### config.mk
export PLATFORM = sky130hd
export DESIGN_NAME = fetch_sequencer_flat
export DESIGN_NICKNAME = d
export VERILOG_FILES = /design/src/rtl/fetch_sequencer_pkg.sv /design/src/rtl/fetch_sequencer_if.sv /design/src/rtl/fetch_sequencer_pc_next_sel.sv /design/src/rtl/fetch_sequencer.sv /design/src/flat_wrapper.sv
export SDC_FILE = /design/constraint.sdc
export NUM_CORES = 1
export LEC_CHECK = 0
export ABC_AREA = 0
export CELL_PAD_IN_SITES_DETAIL_PLACEMENT = 1
export CELL_PAD_IN_SITES_GLOBAL_PLACEMENT = 1
export CORE_AREA = 2 2 93 95
export CTS_CLUSTER_SIZE = 16
export DETAILED_ROUTE_END_ITERATION = 7
export DIE_AREA = 0 0 95 97
export PLACE_DENSITY_LB_ADDON = 0.1
export SLEW_MARGIN = 20
export SYNTH_ARGS = -nofsm -noshare
export SYNTH_HDL_FRONTEND = slang
export SYNTH_SLANG_ARGS = --single-unit
### constraint.sdc
create_clock -name clk -period 2.03 [get_ports clk]
set_input_delay 0.406 -clock clk [delete_from_list [all_inputs] [get_ports clk]]
set_output_delay 0.406 -clock clk [all_outputs]
set_load 0.05 [all_outputs]
### src/rtl/fetch_sequencer_pkg.sv
// fetch_sequencer_pkg: shared fetch state type and default widths/reset PC
package fetch_sequencer_pkg;
  localparam int DEF_PC_W = 8;
  localparam int DEF_INSTR_W = 32;
  localparam int DEF_RESET_PC = 0;
  typedef enum logic [1:0] {IDLE, FETCH, HOLD} fetch_state_e;
endpackage

### src/rtl/fetch_sequencer_if.sv
// fetch_sequencer_if: instruction memory request/ack bus with master/slave views
interface fetch_sequencer_if #(
  parameter int PC_W = fetch_sequencer_pkg::DEF_PC_W,
  parameter int INSTR_W = fetch_sequencer_pkg::DEF_INSTR_W
);
  logic imem_req;
  logic [PC_W-1:0] imem_addr;
  logic imem_ack;
  logic [INSTR_W-1:0] imem_rdata;
  modport master(output imem_req, imem_addr, input imem_ack, imem_rdata);
  modport slave(input imem_req, imem_addr, output imem_ack, imem_rdata);
endinterface

### src/rtl/fetch_sequencer_pc_next_sel.sv
// fetch_sequencer_pc_next_sel: next-PC priority mux (hold / redirect / pending / pc+1)
module fetch_sequencer_pc_next_sel import fetch_sequencer_pkg::*; #(
  parameter int PC_W = DEF_PC_W
) (
  input  fetch_state_e    state,
  input  logic            ack,
  input  logic            pend,
  input  logic            redirect_valid,
  input  logic [PC_W-1:0] pc,
  input  logic [PC_W-1:0] pending,
  input  logic [PC_W-1:0] redirect_pc,
  output logic [PC_W-1:0] pc_next
);
  logic step;
  always_comb begin
    step = state != FETCH || ack;
    pc_next = !step ? pc : redirect_valid ? redirect_pc : state != FETCH ? pc : pend ? pending : pc + 1'b1;
  end
endmodule

### src/rtl/fetch_sequencer.sv
// fetch_sequencer: PC owner and one-outstanding instruction fetch FSM
module fetch_sequencer import fetch_sequencer_pkg::*; #(
  parameter int PC_W = DEF_PC_W,
  parameter int INSTR_W = DEF_INSTR_W,
  parameter logic [PC_W-1:0] RESET_PC = PC_W'(DEF_RESET_PC)
) (
  input  logic                clk,
  input  logic                rst_n,
  input  logic                run,
  fetch_sequencer_if.master   imem,
  output logic                instr_valid,
  output logic [INSTR_W-1:0]  instr,
  output logic [PC_W-1:0]     instr_pc,
  input  logic                instr_ready,
  input  logic                redirect_valid,
  input  logic [PC_W-1:0]     redirect_pc,
  output logic                busy
);
  fetch_state_e state;
  logic [PC_W-1:0] pc, pending, pc_next;
  logic pend, drop;
  fetch_sequencer_pc_next_sel #(.PC_W(PC_W)) u_sel (
    .state(state), .ack(imem.imem_ack), .pend(pend), .redirect_valid(redirect_valid),
    .pc(pc), .pending(pending), .redirect_pc(redirect_pc), .pc_next(pc_next)
  );
  assign imem.imem_req = state == FETCH;
  assign imem.imem_addr = pc;
  assign busy = state != IDLE;
  assign drop = pend || redirect_valid;
  always_ff @(posedge clk or negedge rst_n)
    if (!rst_n) begin
      state <= IDLE;
      pc <= RESET_PC;
      pending <= '0;
      pend <= 1'b0;
      instr_valid <= 1'b0;
      instr <= '0;
      instr_pc <= '0;
    end else begin
      pc <= pc_next;
      case (state)
        IDLE: state <= run ? FETCH : IDLE;
        FETCH:
          if (imem.imem_ack) begin
            pend <= 1'b0;
            state <= !drop ? HOLD : run ? FETCH : IDLE;
            if (!drop) begin
              instr_valid <= 1'b1;
              instr <= imem.imem_rdata;
              instr_pc <= pc;
            end
          end else if (redirect_valid) begin
            pending <= redirect_pc;
            pend <= 1'b1;
          end
        HOLD:
          if (redirect_valid || instr_ready) begin
            instr_valid <= 1'b0;
            state <= run ? FETCH : IDLE;
          end
        default: state <= IDLE;
      endcase
    end
endmodule

### src/flat_wrapper.sv
// flat-port wrapper written by rule: the top's interface ports become plain ports
module fetch_sequencer_flat import fetch_sequencer_pkg::*;
#(
  parameter int PC_W = DEF_PC_W,
  parameter int INSTR_W = DEF_INSTR_W,
  parameter logic [PC_W-1:0] RESET_PC = PC_W'(DEF_RESET_PC)
)
  (clk, rst_n, run, instr_valid, instr, instr_pc, instr_ready, redirect_valid, redirect_pc, busy, imem_imem_req, imem_imem_addr, imem_imem_ack, imem_imem_rdata);
  fetch_sequencer_if #(.PC_W(PC_W), .INSTR_W(INSTR_W)) imem_i ();
  input  logic clk;
  input  logic rst_n;
  input  logic run;
  output logic instr_valid;
  output logic [INSTR_W-1:0] instr;
  output logic [PC_W-1:0] instr_pc;
  input  logic instr_ready;
  input  logic redirect_valid;
  input  logic [PC_W-1:0] redirect_pc;
  output logic busy;
  output wire logic [$bits(imem_i.imem_req)-1:0] imem_imem_req;
  output wire logic [$bits(imem_i.imem_addr)-1:0] imem_imem_addr;
  input wire logic [$bits(imem_i.imem_ack)-1:0] imem_imem_ack;
  input wire logic [$bits(imem_i.imem_rdata)-1:0] imem_imem_rdata;
  assign imem_imem_req = imem_i.imem_req;
  assign imem_imem_addr = imem_i.imem_addr;
  assign imem_i.imem_ack = imem_imem_ack;
  assign imem_i.imem_rdata = imem_imem_rdata;
  fetch_sequencer #(.PC_W(PC_W), .INSTR_W(INSTR_W), .RESET_PC(RESET_PC)) u_core (.clk(clk), .rst_n(rst_n), .run(run), .imem(imem_i), .instr_valid(instr_valid), .instr(instr), .instr_pc(instr_pc), .instr_ready(instr_ready), .redirect_valid(redirect_valid), .redirect_pc(redirect_pc), .busy(busy));
endmodule
==> metrics.log <==
[metrics] area of the die: 9220 sq um
[metrics] # setup viols final: 0
[metrics] clock tree sinks: 60
[metrics] required arrival time at the worst endpoint: 1.62 ns
[metrics] residual antenna-violating net count after detailed routing: 0
[metrics] fin crit period: 1.94 ns
[metrics] Max-slew headroom: 0.637
[metrics] average footprint of a synthesized cell: 14.1 sq um
[metrics] via density per instance: 4.81
[metrics] number of enable flip-flop cells after synthesis: 0
[metrics] worst-path fanout max: 2
[metrics] proportion of register bits with asynchronous set or reset after synthesis: 1.00
[metrics] Clk pin slew, worst setup/hold paths: 0.07 ns
[metrics] syn_nets: 244
[metrics] commonest cells after routing, fill and taps aside: 85 x clkdlybuf4s50_1, 60 x dfrtp_1, 37 x mux2_4, 20 x buf_4, 14 x clkbuf_8
[metrics] total area of sequential cells: 1500 sq um
[metrics] clock buffer count from CTS: 9
[metrics] routed wirelength normalized by instance count: 16.9 microns
[metrics] final-stage net count: 356
[metrics] part of the Yosys area used for sequential elements: 0.542
[metrics] run status: completed
[metrics] first-pass GRT wire length: 11,300 microns
[metrics] least setup slack across all paths after layout: 0.0944 ns
[metrics] HPWL reported at the end of detailed placement: 4930 microns
[metrics] leftover overflow at the end of global routing: 0
[metrics] combined area of all synthesized cells: 2770 sq um
[metrics] Filler Cell Count: 861
[metrics] primary flip-flop cell chosen by synthesis mapping: dfrtp_1
[metrics] most common cell after layout, fill and taps aside: clkdlybuf4s50_1
[metrics] arrival time reported for the critical path endpoint: 1.53 ns
[metrics] largest clock skew in the final design: 0.00862 ns
[metrics] combined area of the multi-input logic cells: 1190 sq um
[metrics] insertion delay to the later sink of the worst-skew pair: 0.34 ns
[metrics] max-cap violation count: 0
[metrics] Detailed Route Iter0 Violations: 59
[metrics] proportion of power drawn by flip-flops and latches: 0.296
[metrics] DIE HEIGHT: 97 microns
[metrics] Least-Margin Pin Slew: 0.543 ns
[metrics] ant diodes: 0
[metrics] core utilization of the finished layout: 0.509
[metrics] count of pins on the block boundary: 97
[metrics] Layout Area Growth over Synthesis: 49.5%
[metrics] wire length reported by the detailed router: 7060 microns
[metrics] highest clock rate: 517 MHz
[metrics] CTS HTree Levels: 3
[metrics] cell chosen for the clock root: clkbuf_8
[metrics] share of total power consumed by net switching: 0.443
[metrics] aggregate global-route resource usage: 0.162
[metrics] Peak VDD IR: 0.559 mV
[metrics] share of power burned in the clock network: 0.153
[metrics] cell class contributing the biggest share of worst-path delay: buffers and inverters
[metrics] Residual DRC: 0
[metrics] via count of the first global-routing pass: 2,077
[metrics] setup repair after global routing missed its margin: no
[metrics] maximum number of pins on one net before global-route repair: 61
[metrics] Longest Clk Path Bufs: 2
[metrics] GP Congestion: 0.697
[metrics] antenna violations before repair: 0
[metrics] kind of capture point of the worst setup path: output pin
[metrics] area of the core: 8130 sq um
[metrics] chain of cells forming the critical path: clkdlybuf4s50_1
[metrics] FP Rows: 33
[metrics] count of warnings emitted by yosys: 0
[metrics] TritonCTS clock tree: built
[metrics] part of the total power dissipated in combinational logic: 0.551
[metrics] switching power: 3.14 mW
[metrics] Final Hold Fails: 0
[metrics] Die Span X: 95 microns
[metrics] CP bufs+invs: 1
[metrics] cell at the slowest stage of the critical path: clkdlybuf4s50_1
[metrics] count of state elements after synthesis: 60
[metrics] leakage power: 1.87 nW
[metrics] post-synthesis cell count: 197
[metrics] Critical Path Max Stage Delay: 0.84 ns
[metrics] number of buffers inserted for hold repair after clock tree synthesis: 0
[metrics] post-CTS setup buffers: 0
[metrics] worst hold path class: in -> async
[metrics] final period utilization: 0.953
[metrics] PwrDens: 1710 nW/um^2
[metrics] initial core utilization: 0.341
[metrics] post-synthesis cell type count: 39
[metrics] final count of pins violating max slew: 0
[metrics] Critical Setup Path Class: reg -> out
[metrics] fraction of final layout cells with drive strength greater than 1: 0.309
[metrics] Internal Pwr Total: 3.95 mW
[metrics] drt pass-1 iters: 4
[metrics] count of input and output buffers: 96
[metrics] CTS-repair resized insts: 0
[metrics] kind of start point of the critical path: flip-flop
[metrics] post-placement setup slack: -0.117 ns
[metrics] number of vias after detailed routing: 2,015
[routing by layer]
metal,part of all wire,GRT usage
met1,0.46,0.223
met2,0.46,0.238
met3,0.060,0.0460
met4,0.020,0.0702
met5,0,0
[cells in the mapped netlist, types with 2 or more instances]
cell / count / area, sq um
a22oi_1: 3 / 22.5
nor2_1: 5 / 18.8
a21oi_1: 4 / 20.0
o2bb2ai_1: 2 / 17.5
mux2i_1: 2 / 20.0
nor3_1: 3 / 15.0
buf_6: 5 / 56.3
nor2b_1: 2 / 12.5
and2_1: 2 / 12.5
o31ai_1: 3 / 22.5
o21a_1: 2 / 15.0
xnor2_1: 3 / 26.3
mux2_2: 12 / 135
nand3_1: 5 / 25.0
nand2_1: 5 / 18.8
a31oi_1: 3 / 18.8
nor3b_1: 2 / 15.0
clkbuf_1: 4 / 15.0
o21ai_0: 7 / 35.0
mux2_4: 37 / 556
inv_1: 3 / 11.3
nand2b_1: 6 / 37.5
or2_2: 2 / 12.5
dfrtp_1: 60 / 1500
[flip-flops by register name, indices dropped and copies added (netlist names)]
name                   cells
u_core.instr              32
u_core.imem.imem_addr      8
u_core.instr_pc            8
u_core.pending             8
u_core.state               2
u_core.instr_valid         1
u_core.pend                1
[through the flow]
stage | cell area, sq um | instances | power (mW) | hold WS (ns) | setup TNS, ns
after floorplan | 2770 | 197 | 4.69 | 0.110 | 0
after detailed placement | 3940 | 403 | 6.05 | 0.448 | -0.351
final | 4140 | 419 | 7.09 | 0.0663 | 0
after global placement | 3940 | 403 | 6.01 | 0.449 | -0.0726
after CTS | 4140 | 419 | 7.17 | 0.0748 | 0
after global routing | 4140 | 419 | 7.43 | 0.0841 | 0
[cell families (layout without fill, tap and decap cells)]
group | after synthesis | count (layout) | synth area share
and+or+nand+nor | 39 | 39 | 0.0839
muxes | 51 | 51 | 0.256
AOI/OAI and AO/OA | 29 | 29 | 0.0695
buffers and inverters | 13 | 130 | 0.0316
xor gates and xnor gates | 4 | 4 | 0.0126
adders and majority gates | 1 | 1 | 0.00451
DFF | 60 | 60 | 0.542
[power by group through the flow]
stage                     registers [mW]  logic, mW  clock network [mW]
after floorplan                     3.67       1.02                   0
after global placement              2.11       3.90                   0
after detailed placement            2.11       3.94                   0
after CTS                           2.10       3.94                1.13
after global routing                2.16       4.08                1.18
final                               2.10       3.91                1.08
[worst paths after layout]
check	startpoint	to	slack, ns	depth (start not counted)
worst max-delay path	u_core.instr_pc[5]$_DFFE_PN0P_	instr_pc[5]	0.09	1
worst min-delay path	rst_n	u_core.instr[13]$_DFFE_PN0P_	0.07	2
worst max register to register	u_core.state[1]$_DFFE_PN0P_	u_core.imem.imem_addr[3]$_DFFE_PN0P_	0.30	4
worst min register to register	u_core.instr[14]$_DFFE_PN0P_	u_core.instr[14]$_DFFE_PN0P_	0.51	1
max in group asynchronous	rst_n	u_core.instr[27]$_DFFE_PN0P_	1.69	2
min in group clk	u_core.instr[14]$_DFFE_PN0P_	u_core.instr[14]$_DFFE_PN0P_	0.51	1
[layout make-up]
class / instances / area share
Multi-Input combinational cell: 124 / 0.286
Inverter: 3 / 0.00272
Tap cell: 105 / 0.0317
Timing Repair Buffer: 111 / 0.267
Clock buffer: 14 / 0.0465
Sequential cell: 60 / 0.362
Clock inverter: 2 / 0.00362
Power figures use the tool's default switching activity.
==> RTL edit 1 (config.mk and constraints unchanged) <==
Set the package constant `DEF_PC_W` to 6 (it was 8).
--- a/src/rtl/fetch_sequencer_pkg.sv
+++ b/src/rtl/fetch_sequencer_pkg.sv
@@ -2,3 +2,3 @@
 package fetch_sequencer_pkg;
-  localparam int DEF_PC_W = 8;
+  localparam int DEF_PC_W = 6;
   localparam int DEF_INSTR_W = 32;
Interface: changed (resized imem_imem_addr, instr_pc and redirect_pc); port bits go from 97 to 91. The function was not compared with the original's and may differ.
==> RTL edit 1 against the unedited design <==
Wire length fell by 22%. Design area fell by 16%. Sequential cell count fell by 6. Area after synthesis fell by 17%. Setup slack got worse by 0.0043 ns. Sequential power fell by 10%. Total power fell by 16%. Largest power group unchanged.
==> RTL edit 1: results <==
{
  "run_status": "finished clean",
  "vias": 1643,
  "dp_hpwl_mm": 4.117,
  "grt_max_degree": 55,
  "synthAdderAreaFrac": 0.005420,
  "m1WireLength_mm": 2.604,
  "met1_usage": 0.1808,
  "preCtsSetupSlack_ns": 0.07509,
  "drive_above_1_share": 0.1547,
  "via_per_inst": 4.441,
  "p_sw_uw": 2800,
  "layout.nets": 309,
  "seq_area_frac_synth": 0.5854,
  "avgSynthCellArea_um2": 13.82,
  "synth_mux_area_frac": 0.2374,
  "dp_cells": 362,
  "p_leak_uw": 0.001503,
  "p_comb_uw": 3400,
  "crit_fanout": 4,
  "finClkSkew_ns": 0.01209,
  "grt_pass1_wl_mm": 9.225,
  "fill_cells": 875,
  "synth_area_leaders": "dfrtp_1 59%, mux2_1 15%, mux2_2 3.9%",
  "drt_iter0_drc": 25,
  "clk_pin_slew_ns": 0.10,
  "use_met3": 0.03037
}
RTL edit 1: worst reg2reg max path, stage by stage, from the launching register on:
cell and delay [ns]:
dfrtp_1 0.41, nor2b_1 0.22, buf_4 0.19, inv_1 0.08
nor3_4 0.27, mux2_2 0.38
RTL edit 1: cell type report:
cell class | instances | area, µm² | share of cell area
Timing Repair Buffer | 99 | 1001 | 0.2874
Clock buffer | 8 | 110.1 | 0.03161
Sequential cell | 54 | 1351 | 0.3879
Inverter | 6 | 22.52 | 0.006466
Tap cell | 105 | 131.4 | 0.03772
Multi-Input combinational cell | 98 | 867.1 | 0.2489
RTL edit 1: final timing paths:
kind                                                            from                            end  slack (ns)  depth (start not counted)
worst max register to register           u_core.state[0]$_DFFE_PN0P_  u_core.pending[0]$_DFFE_PN0P_        0.37                          5
worst min register to register          u_core.instr[20]$_DFFE_PN0P_   u_core.instr[20]$_DFFE_PN0P_        0.50                          1
worst min-delay path                                           rst_n        u_core.pend$_DFFE_PN0P_         0.1                          2
worst max-delay path            u_core.imem.imem_addr[5]$_DFFE_PN0P_              imem_imem_addr[5]        0.09                          1
max in group asynchronous                                      rst_n   u_core.instr[23]$_DFFE_PN0P_        1.68                          2
min in group clk                        u_core.instr[20]$_DFFE_PN0P_   u_core.instr[20]$_DFFE_PN0P_        0.50                          1
RTL edit 1: through the flow:
step	cell area [µm²]	total power, µW	util
after floorplan	2308	4105	-
after detailed placement	3371	5362	0.4144
after global placement	3371	5317	0.4144
final	3483	5966	0.4282
after global routing	3483	6295	0.4282
after CTS	3481	6063	0.4279
RTL edit 1: what timing repair did:
item / 4_1_cts / 5_1_grt
gates resized for setup: 0 / 1
hold endpoints to repair: 0 / 0
buffers inserted: 0 / 0
setup endpoints to repair: 0 / 1
==> RTL edit 2 (config.mk and constraints unchanged) <==
Without the edit above. Reset style: synchronous (`rst_n`), changed in one clocked block.
--- a/src/rtl/fetch_sequencer.sv
+++ b/src/rtl/fetch_sequencer.sv
@@ -29,3 +29,3 @@
   assign drop = pend || redirect_valid;
-  always_ff @(posedge clk or negedge rst_n)
+  always_ff @(posedge clk)
     if (!rst_n) begin
Check against the original RTL: differs if rst_n is asserted again (counterexample within 4 cycles, from zero or initial values and one cycle with rst_n low); with rst_n held inactive, the same outputs for 10 cycles.
==> RTL edit 2 against the unedited design <==
Sequential cell count is the same. Maximum frequency shrank 0.88%. Global-route usage is essentially flat. Critical path depth is the same. Design area shrank 6.9%. Wire length grew 0.92%. Area after synthesis shrank 5.8%. Synthesized cell count grew 53%. Setup slack lost 0.017 ns. Non-clock buffer count shrank 2.
Power is not compared: it rests on default switching activity, and its combinational part moved more than twofold at a synthesized area within 25%.
==> RTL edit 2: results <==
{
  "syn_nets": 348,
  "drt_iter0_drc": 66,
  "crit-reg2reg-capture": "u_core.imem.imem_addr[3]$_SDFFE_PN0P_",
  "worstReg2RegStart": "u_core.state[0]$_SDFFE_PN0P_",
  "crit_fanout": 4,
  "gr-usage-all-layers": 0.1624,
  "r2r_slack_ns": 0.43,
  "synth_cell_types": 37,
  "met1_usage": 0.2069,
  "grt_pass1_vias": 2452,
  "gp_congestion": 0.7814,
  "ys_top_cells_by_count": "96 x nand2_1, 60 x dfxtp_1, 35 x a21boi_1",
  "dp_cells": 492,
  "wl_met2_mm": 3.340,
  "netlist_instances": 301,
  "grt_pass1_wl_mm": 11.87,
  "dp_hpwl_mm": 5.072,
  "synth_flop_cell": "dfxtp_1",
  "run_status": "finished clean",
  "preCtsSetupSlack_ns": 0.1007,
  "wl_per_cell_um": 14.06,
  "min_path_type": "reg2reg",
  "hold_ws_ns": 0.4536,
  "crit_arrival_ns": 1.55,
  "slew_headroom": 0.6398,
  "synth_compound_area_frac": 0.1983,
  "drive_above_1_share": 0.1244,
  "finClkSkew_ns": 0.01138,
  "synth_xor_area_frac": 0.003352,
  "placed_area_mm2": 0.003671,
  "use_met2": 0.2619,
  "fill_cells": 975,
  "synth_mux_area_frac": 0.05699
}
RTL edit 2: cell count changes after synthesis, moves of 4 or more:
cell      unedited run  this run
a21boi_1             0        35
buf_2                1         6
nand2b_1             6         2
a21boi_0             0         4
mux2_4              37         1
dfrtp_1             60         0
mux2i_1              2        12
nand2_1              5        96
nor2b_1              2         8
clkbuf_1             4        10
dfxtp_1              0        60
a21boi_2             0         4
mux2_2              12         0
RTL edit 2: cell type report:
class,count,area (µm²),share of cell area
multi-input cells,218,1267,0.3287
flip-flops and latches,60,1201,0.3115
repair buffers,109,1070,0.2774
clock buffers,12,165.2,0.04283
well taps,105,131.4,0.03407
clock inverters,3,21.27,0.005516
RTL edit 2: worst max-delay path by stage:
stage / cells after the start / endpoint / start / slack, ns
after floorplan: 5 / u_core.imem.imem_addr[6]$_SDFFE_PN0P_ / u_core.imem.imem_addr[0]$_SDFFE_PN0P_ / 0.23
after global placement: 5 / u_core.imem.imem_addr[7]$_SDFFE_PN0P_ / redirect_valid / 0.13
after detailed placement: 5 / u_core.imem.imem_addr[7]$_SDFFE_PN0P_ / redirect_valid / 0.10
after CTS: 1 / imem_imem_addr[7] / u_core.imem.imem_addr[7]$_SDFFE_PN0P_ / 0.06
after global routing: 1 / imem_imem_addr[7] / u_core.imem.imem_addr[7]$_SDFFE_PN0P_ / 0.01
final: 1 / imem_imem_addr[7] / u_core.imem.imem_addr[7]$_SDFFE_PN0P_ / 0.08
RTL edit 2: where the power goes:
part           leakage, µW  switching, µW  internal, µW  total [µW]
logic             0.000785            256           214         470
registers         0.000487           34.8          1210        1250
clock network    0.0000945            470           536        1010
total              0.00137            761          1970        2730
